`src/rtl/instr_encoder.sv`:
```
// RV32I field packer: builds R/I/S/B/U/J words and queues them
// with sequential byte addresses in a small output FIFO.
module instr_encoder #(
    parameter int                DEPTH     = 4,
    parameter int                ADDR_W    = 32,
    parameter logic [ADDR_W-1:0] BASE_ADDR = '0
) (
    input  logic                         clk,
    input  logic                         rst_n,
    input  logic                         in_valid,
    output logic                         in_ready,
    input  logic [2:0]                   fmt,
    input  logic [6:0]                   opcode,
    input  logic [4:0]                   rd,
    input  logic [2:0]                   funct3,
    input  logic [4:0]                   rs1,
    input  logic [4:0]                   rs2,
    input  logic [6:0]                   funct7,
    input  logic [31:0]                  imm,
    input  logic                         addr_load,
    input  logic [ADDR_W-1:0]            addr_in,
    output logic                         out_valid,
    input  logic                         out_ready,
    output logic [31:0]                  out_instr,
    output logic [ADDR_W-1:0]            out_addr,
    output logic [$clog2(DEPTH+1)-1:0]   count,
    output logic                         err
);

    localparam int PW = $clog2(DEPTH);
    localparam int CW = $clog2(DEPTH+1);

    typedef enum logic [2:0] {
        FMT_R = 3'd0,
        FMT_I = 3'd1,
        FMT_S = 3'd2,
        FMT_B = 3'd3,
        FMT_U = 3'd4,
        FMT_J = 3'd5
    } fmt_e;

    logic [31:0]       enc;
    logic              bad;
    logic              fire;
    logic              push;
    logic              pop;
    logic [ADDR_W-1:0] addr_ctr;
    logic [PW-1:0]     wr_ptr;
    logic [PW-1:0]     rd_ptr;
    logic [31:0]       instr_mem [DEPTH];
    logic [ADDR_W-1:0] addr_mem  [DEPTH];

    assign in_ready  = (count < CW'(DEPTH)) && !addr_load;
    assign fire      = in_valid && in_ready;
    assign push      = fire && !bad;
    assign out_valid = (count != '0);
    assign pop       = out_valid && out_ready;
    assign out_instr = out_valid ? instr_mem[rd_ptr] : '0;
    assign out_addr  = out_valid ? addr_mem[rd_ptr] : '0;

    // Field packing and legality check for the offered field set
    always_comb begin
        enc = '0;
        bad = 1'b0;
        unique case (1'b1)
            (fmt == FMT_R): enc = {funct7, rs2, rs1, funct3, rd, opcode};
            (fmt == FMT_I): enc = {imm[11:0], rs1, funct3, rd, opcode};
            (fmt == FMT_S): enc = {imm[11:5], rs2, rs1, funct3,
                                   imm[4:0], opcode};
            (fmt == FMT_B): begin
                enc = {imm[12], imm[10:5], rs2, rs1, funct3,
                       imm[4:1], imm[11], opcode};
                bad = imm[0];
            end
            (fmt == FMT_U): enc = {imm[31:12], rd, opcode};
            (fmt == FMT_J): begin
                enc = {imm[20], imm[10:1], imm[11], imm[19:12],
                       rd, opcode};
                bad = imm[0];
            end
            default: bad = 1'b1;
        endcase
    end

    // Address counter: explicit load wins, else advance per queued word
    always_ff @(posedge clk or negedge rst_n) begin
        if (!rst_n) begin
            addr_ctr <= BASE_ADDR;
        end else if (addr_load) begin
            addr_ctr <= addr_in;
        end else if (push) begin
            addr_ctr <= addr_ctr + ADDR_W'(4);
        end
    end

    // FIFO storage; contents are don't-care while count is zero
    always_ff @(posedge clk) begin
        if (push) begin
            instr_mem[wr_ptr] <= enc;
            addr_mem[wr_ptr]  <= addr_ctr;
        end
    end

    // FIFO pointers, occupancy and one-cycle reject pulse
    always_ff @(posedge clk or negedge rst_n) begin
        if (!rst_n) begin
            wr_ptr <= '0;
            rd_ptr <= '0;
            count  <= '0;
            err    <= 1'b0;
        end else begin
            err <= fire && bad;
            if (push) wr_ptr <= wr_ptr + PW'(1);
            if (pop)  rd_ptr <= rd_ptr + PW'(1);
            unique case ({push, pop})
                2'b10:   count <= count + CW'(1);
                2'b01:   count <= count - CW'(1);
                default: count <= count;
            endcase
        end
    end

endmodule
```
`config.mk`:
```
export PLATFORM = sky130hd
export DESIGN_NAME = instr_encoder
export DESIGN_NICKNAME = d
export VERILOG_FILES = /design/src/rtl/instr_encoder.sv
export SDC_FILE = /design/constraint.sdc
export NUM_CORES = 1
export LEC_CHECK = 0
export CAP_MARGIN = 20
export CORE_MARGIN = 3
export CORE_UTILIZATION = 50
export CTS_CLUSTER_DIAMETER = 40
export DETAILED_ROUTE_END_ITERATION = 12
export GPL_ROUTABILITY_DRIVEN = 0
export PLACE_DENSITY_LB_ADDON = 0.1
export SETUP_SLACK_MARGIN = 0.1
export SYNTH_ARGS = -nofsm -noshare
export SYNTH_HDL_FRONTEND = slang
export SYNTH_SLANG_ARGS = --single-unit
```
`constraint.sdc`:
```
create_clock -name clk -period 4.1 [get_ports clk]
set_clock_uncertainty 0.15 [all_clocks]
set_input_delay 0.615 -clock clk [delete_from_list [all_inputs] [get_ports clk]]
set_output_delay 0.615 -clock clk [all_outputs]
set_load 0.01 [all_outputs]
```
Yosys cells after proc, flatten, opt, wreduce, memory -nomap -nowiden
Memory sizes are Yosys's and may differ from the RTL's.
Index checks and enable logic that the tools add are counted.
{ "word_totals": {"reg_bits": 40, "mem_bits_rw": 256, "in_bits": 104, "output_inout_bits": 70, "word_cells": 42, "n_memories": 2} }
{ "classes": {"addsub": 5, "order_cmp": 1, "eq_ne": 7, "n_mux": 9, "reduce_logical": 13} }
{ "mem_list": {"columns": ["memory", "words", "word_bits", "rd", "rd_ports_with_merged_regs", "write_ports", "line", "rtl"], "rows": [
  ["addr_mem", 4, 32, 1, 0, 1, "51", "logic [ADDR_W-1:0] addr_mem [DEPTH];"],
  ["instr_mem", 4, 32, 1, 0, 1, "50", "logic [31:0] instr_mem [DEPTH];"]
]} }
{ "op_table": {"columns": ["op", "count"], "rows": [
  ["32-bit case mux with 6 select lines", 1],
  ["32-bit 2-to-1 mux", 4],
  ["32-bit by 3-bit adder with 32-bit output (second input constant)", 1],
  ["3-bit by 2-bit == test with 1-bit output (second input constant)", 2],
  ["3-bit == test (second input constant)", 2],
  ["3-bit case mux with 2 select lines", 1],
  ["1-bit logical AND", 5],
  ["2-bit by 1-bit adder with 2-bit output (second input constant)", 2],
  ["2-bit nonzero test", 2],
  ["4-bit OR reduction", 1],
  ["3-bit by 1-bit adder with 3-bit output (second input constant)", 1],
  ["3-bit by 1-bit == test with 1-bit output (second input constant)", 1],
  ["3-bit zero test", 1],
  ["3-bit less-than comparator (second input constant)", 1],
  ["3-bit nonzero test", 1],
  ["3-bit by 1-bit subtractor with 3-bit output (second input constant)", 1],
  ["2-bit by 1-bit == test with 1-bit output (second input constant)", 1],
  ["2-bit == test (second input constant)", 1],
  ["1-bit zero test", 2],
  ["1-bit 2-to-1 mux", 2],
  ["1-bit case mux with 2 select lines", 1],
  ["2-bit OR reduction", 1]
]} }

Logic depth before layout (Yosys ltp)
{ "depth": {"depth_word": 7, "mapped_depth": 11, "ltp_nobuf": 9} }

Least setup slack after synthesis
Ideal clock, no wire load.
{ "synth_timing": {"path_kind": "in2reg", "startpoint": "in fmt[0]", "endpoint": "mem addr_mem[0][0], enable pin", "setup_ns": 0.429, "arrival_ns": 3.088, "required_time_ns": 3.521, "slack_ns": 0.434, "path_stages": 5, "path_buffers": 2, "cell_sequence": "clkbuf_1 > a31o_2 > a21oi_4 > clkbuf_1 > and2_1"} }
{ "synth_via": {"elab_chain_cells": 7, "elab_cells_between_ends": 13, "cone_classes": "5 x eq/ne; 3 x mux; 5 x reduce/logical"} }
{ "synth_lines": {"columns": ["element", "line", "rtl"], "rows": [
  ["from (decl)", "12", "input logic [2:0] fmt,"],
  ["3-bit by 1-bit == test with 1-bit output (tied with other cells)", "67", "(fmt == FMT_I): enc = {imm[11:0], rs1, funct3, rd, opcode};"],
  ["4-bit OR reduction (no line) or 2-bit OR reduction (tied branches)", null, null],
  ["1-bit case mux with 2 select lines *", "65", "unique case (1'b1)"],
  ["1-bit zero test *", "55", "assign push = fire && !bad;"],
  ["1-bit logical AND *", "55", null],
  ["1-bit 2-to-1 mux *", "98", "if (push) begin"],
  ["1-bit 2-to-1 mux (implied by the code) *", "100", "addr_mem[wr_ptr] <= addr_ctr;"],
  ["to (decl)", "51", null]
]} }
Mark *: on every way between the ends. The rest lies on a longest branch, timed or not.

Final worst setup path
{ "layout_timing": {"startpoint": "reg rd_ptr[0]", "endpoint": "out out_addr[4]"} }
{ "layout_via": {"elab_chain_cells": 2} }
{ "layout_lines": {"columns": ["element", "line", "rtl"], "rows": [
  ["from (decl)", "49", "logic [PW-1:0] rd_ptr;"],
  ["from (signal assigned)", "114", "if (pop) rd_ptr <= rd_ptr + PW'(1);"],
  ["memory 4 x 32 bit", null, null],
  ["32-bit 2-to-1 mux", "59", "assign out_addr = out_valid ? addr_mem[rd_ptr] : '0;"],
  ["to (decl)", "25", "output logic [ADDR_W-1:0] out_addr,"]
]} }
No other way between the ends.

==> results by group <==
Placed design
  • Final HPWL DP: 18.3 mm
  • Number of I/O port buffers: 173
  • Placed cell area: 0.0148 mm²

Synthesis
  • Yosys warning count: 0
  • Async set-or-reset flop fraction in the synthesized netlist: 13.5%
  • Post-synthesis mux area share: 12.6%
  • Largest family of logic cells by synthesized area: multiplexers
  • Synth Area in Compound Gates: 5.21%
  • Mean Syn Cell Area: 16.2 µm²
  • Top cells by area, synth: edfxtp_1 (61%), mux4_2 (11%), dfrtp_1 (8.0%)
  • Synthesized area: 0.0126 mm²
  • Post-synthesis xor/xnor area fraction: 0.488%
  • Mapped Nets: 886
  • EDFF count, synth: 256
  • Unique masters post-synth: 57
  • Post-synth top area share: 61.2%
  • Yosys top cell by area: edfxtp_1
  • Post-Synth Simple-Gate Area: 9.84%
  • Register area share after synthesis: 69.1%
  • Adder-cell area share of the yosys netlist: 0.757%
  • Cell count after synthesis: 775
  • Ys flop type: edfxtp_1
  • Yosys reg bits: 296

Die
  • Row Count: 57
  • DIE AREA: 0.0271 mm²
  • CORE AREA: 0.0245 mm²
  • # IOs: 174
  • Initial core utilization: 51.2%
  • DIE HEIGHT: 165 µm
  • Die width: 165 µm

Setup path
  • Type of the worst setup path: flip-flop to output pin
  • CP Max Fanout: 17
  • CP endpoint: out_addr[4]
  • R2R depth: 9
  • Crit. End Element: output pin
  • CP Data Arrival Time: 2780 ps
  • Worst path required time: 3340 ps
  • CP Launch Point: rd_ptr[0]
  • Worst reg2reg path startpoint: count[2]
  • Worst R2R End: count[2]
  • R2R setup slack: 1280 ps
  • Worst setup SP type: flip-flop

Timing
  • Fin crit share: 86.5%
  • Unrepaired setup endpoints after global routing: no
  • Endpoints failing hold: 0
  • Fin crit period: 3550 ps
  • Fmax: 282 MHz
  • Final setup viols: 0
  • TNS Setup: 0 ps
  • Relative slew slack: 33.6%
  • Fin. max-slew vios: 0
  • Worst slew pin tran: 996 ps

Global routing
  • Global-route wire length before repair: 43.4 mm
  • Pin count of the biggest net entering global routing: 47
  • GRT Util Overall: 21.0%
  • Vias in the first global route: 7643
  • Gr ovfl total: 0
  • Initial antenna violation count: 0

Clocking
  • Clock root buffer: clkbuf_16
  • CTS tree: yes
  • TritonCTS Buffers: 37
  • Setup Fix Bufs, Post-CTS: 0
  • H-Tree Depth: 2
  • Post-CTS sizing: 0
  • Hold_buf cts: 0
  • TritonCTS Sinks: 296
  • Insertion delay to the later sink of the worst-skew pair: 500 ps
  • Clock transition at the registers of the reported paths: 60 ps
  • Clock Tree Buf Depth: 3

Route
  • Initial DRC count: 492
  • Via density: 5.64
  • Residual DRC: 0
  • Via count: 7448
  • Final WL: 28.0 mm
  • First-pass DRT Iterations: 5
  • Final ANT Viol Nets: 0
  • Routed WL per cell: 21.2 µm

Flow run
  • Maximum Capacitance Violations: 0

Final layout
  • Design Area, Final: 0.0161 mm²
  • Layout cells sized above 1: 16.6%
  • Area Growth Syn to Fin: 27.7%
  • Ant diodes: 0
  • Final net count: 1079

Run status
  • Status: completed

Power and ir drop
  • Pwr/cell area: 631 mW/mm²
  • Lkg Pwr: 5.50 nW
  • Worst VDD drop: 0.476 mV

Worst hold path
  • Worst hold path type: primary input to async pin
-- kinds of logic after synthesis --
family | count (synthesis)
compound gates | 97
flops | 296
xor+xnor | 7
fa+ha+maj | 7
mux | 78
simple gates | 228
buf+inv | 62
-- metrics by stage --
step	std cells	total power, W	utilization, %	hold slack (ps)	setup WS, ps
final	1320	0.0101	65.4	125	551
after global routing	1320	0.0106	65.4	180	397
after CTS	1320	0.0103	65.4	135	476
after detailed placement	1253	0.00697	60.2	364	794
after global placement	1252	0.00691	60.1	338	866
after floorplan	775	0.00546	-	169	434
-- layout by cell type, fill, tap and decap left out, types with 5 or more instances in the layout --
master / count
mux2_2: 6
clkbuf_1: 5
bufinv_16: 5
a22oi_1: 5
clkinv_2: 5
inv_1: 22
or4_1: 7
nand2_1: 62
clkinv_1: 5
ha_1: 6
mux2i_1: 8
o21ai_1: 6
clkdlybuf4s50_1: 172
buf_4: 12
o211ai_1: 10
nor2_1: 25
a21oi_1: 11
dfrtp_1: 38
nand4_1: 7
buf_12: 6
nand3_1: 23
o21ai_0: 28
o311ai_1: 10
and2_1: 73
clkbuf_16: 39
edfxtp_1: 256
mux4_2: 64
a22o_1: 5
-- power breakdown --
| part | switching [W] | internal, W |
|---|---|---|
| Combinational | 0.00130 | 0.00178 |
| Clock | 0.00120 | 0.00207 |
| Sequential | 0.000243 | 0.00353 |
-- worst max-delay path: stages, from the launching register on --
cell	delay, ps
dfrtp_4	640
buf_4	400
mux4_2	540
and2_1	200
clkdlybuf4s50_1	490
-- flip-flops by register name, summed over array words and instances, names as in the netlist --
| register | flops |
|---|---|
| addr_ctr | 32 |
| wr_ptr | 2 |
| count | 3 |
| instr_mem | 128 |
| err | 1 |
| addr_mem | 128 |
| rd_ptr | 2 |
-- per-layer routing --
metal	up-vias	global-route usage, %	part of all wire, %
met1	3744	30.3	44
met2	264	33.5	48
met4	0	4.65	1.5
met3	33	4.26	6.6
li1	3407	-	-
met5	-	0	0
-- cell usage after synthesis, types with 2 or more instances --
| cell | n |
|---|---|
| o31a_1 | 2 |
| edfxtp_1 | 256 |
| nor2b_1 | 3 |
| mux2_2 | 6 |
| nor4_1 | 2 |
| ha_1 | 6 |
| a21oi_1 | 11 |
| clkinv_1 | 2 |
| a22oi_1 | 5 |
| xor2_1 | 3 |
| mux2i_1 | 8 |
| mux4_2 | 64 |
| a22o_1 | 5 |
| o21ai_0 | 28 |
| buf_2 | 6 |
| and3_1 | 4 |
| and2_1 | 77 |
| o211ai_1 | 10 |
| nand3_1 | 23 |
| clkbuf_1 | 23 |
| nor2_1 | 25 |
| or3_1 | 4 |
| o21ai_1 | 6 |
| or4_1 | 7 |
| nand2b_1 | 3 |
| nand2_1 | 62 |
| inv_1 | 22 |
| nand4_1 | 7 |
| buf_1 | 8 |
| a221o_1 | 2 |
| dfrtp_1 | 40 |
| o311ai_0 | 4 |
| o311ai_1 | 10 |
| xnor2_1 | 4 |
| a31oi_1 | 4 |
| o31ai_1 | 2 |
-- area by class of cell --
| class | instances | area [µm²] |
|---|---|---|
| Tap cell | 324 | 405 |
| Sequential cell | 296 | 8690 |
| Inverter | 25 | 93.8 |
| Fill cell | 1733 | 8480 |
| Timing Repair Buffer | 191 | 1940 |
| Clock inverter | 23 | 279 |
| Clock buffer | 44 | 995 |
| Multi-Input combinational cell | 417 | 3650 |
-- worst min-delay path by stage --
stage | startpoint | endpoint | slack [ps]
6_report | rst_n | addr_ctr[14] | 130
5_1_grt | rst_n | addr_ctr[14] | 180
4_1_cts | rst_n | addr_ctr[14] | 130
3_5_place_dp | addr_ctr[0] | addr_mem[3][0] | 360
3_3_place_gp | addr_ctr[0] | addr_mem[0][0] | 340
2_1_floorplan | rst_n | addr_ctr[0] | 170
No activity file was read; power rests on OpenSTA's default activity.
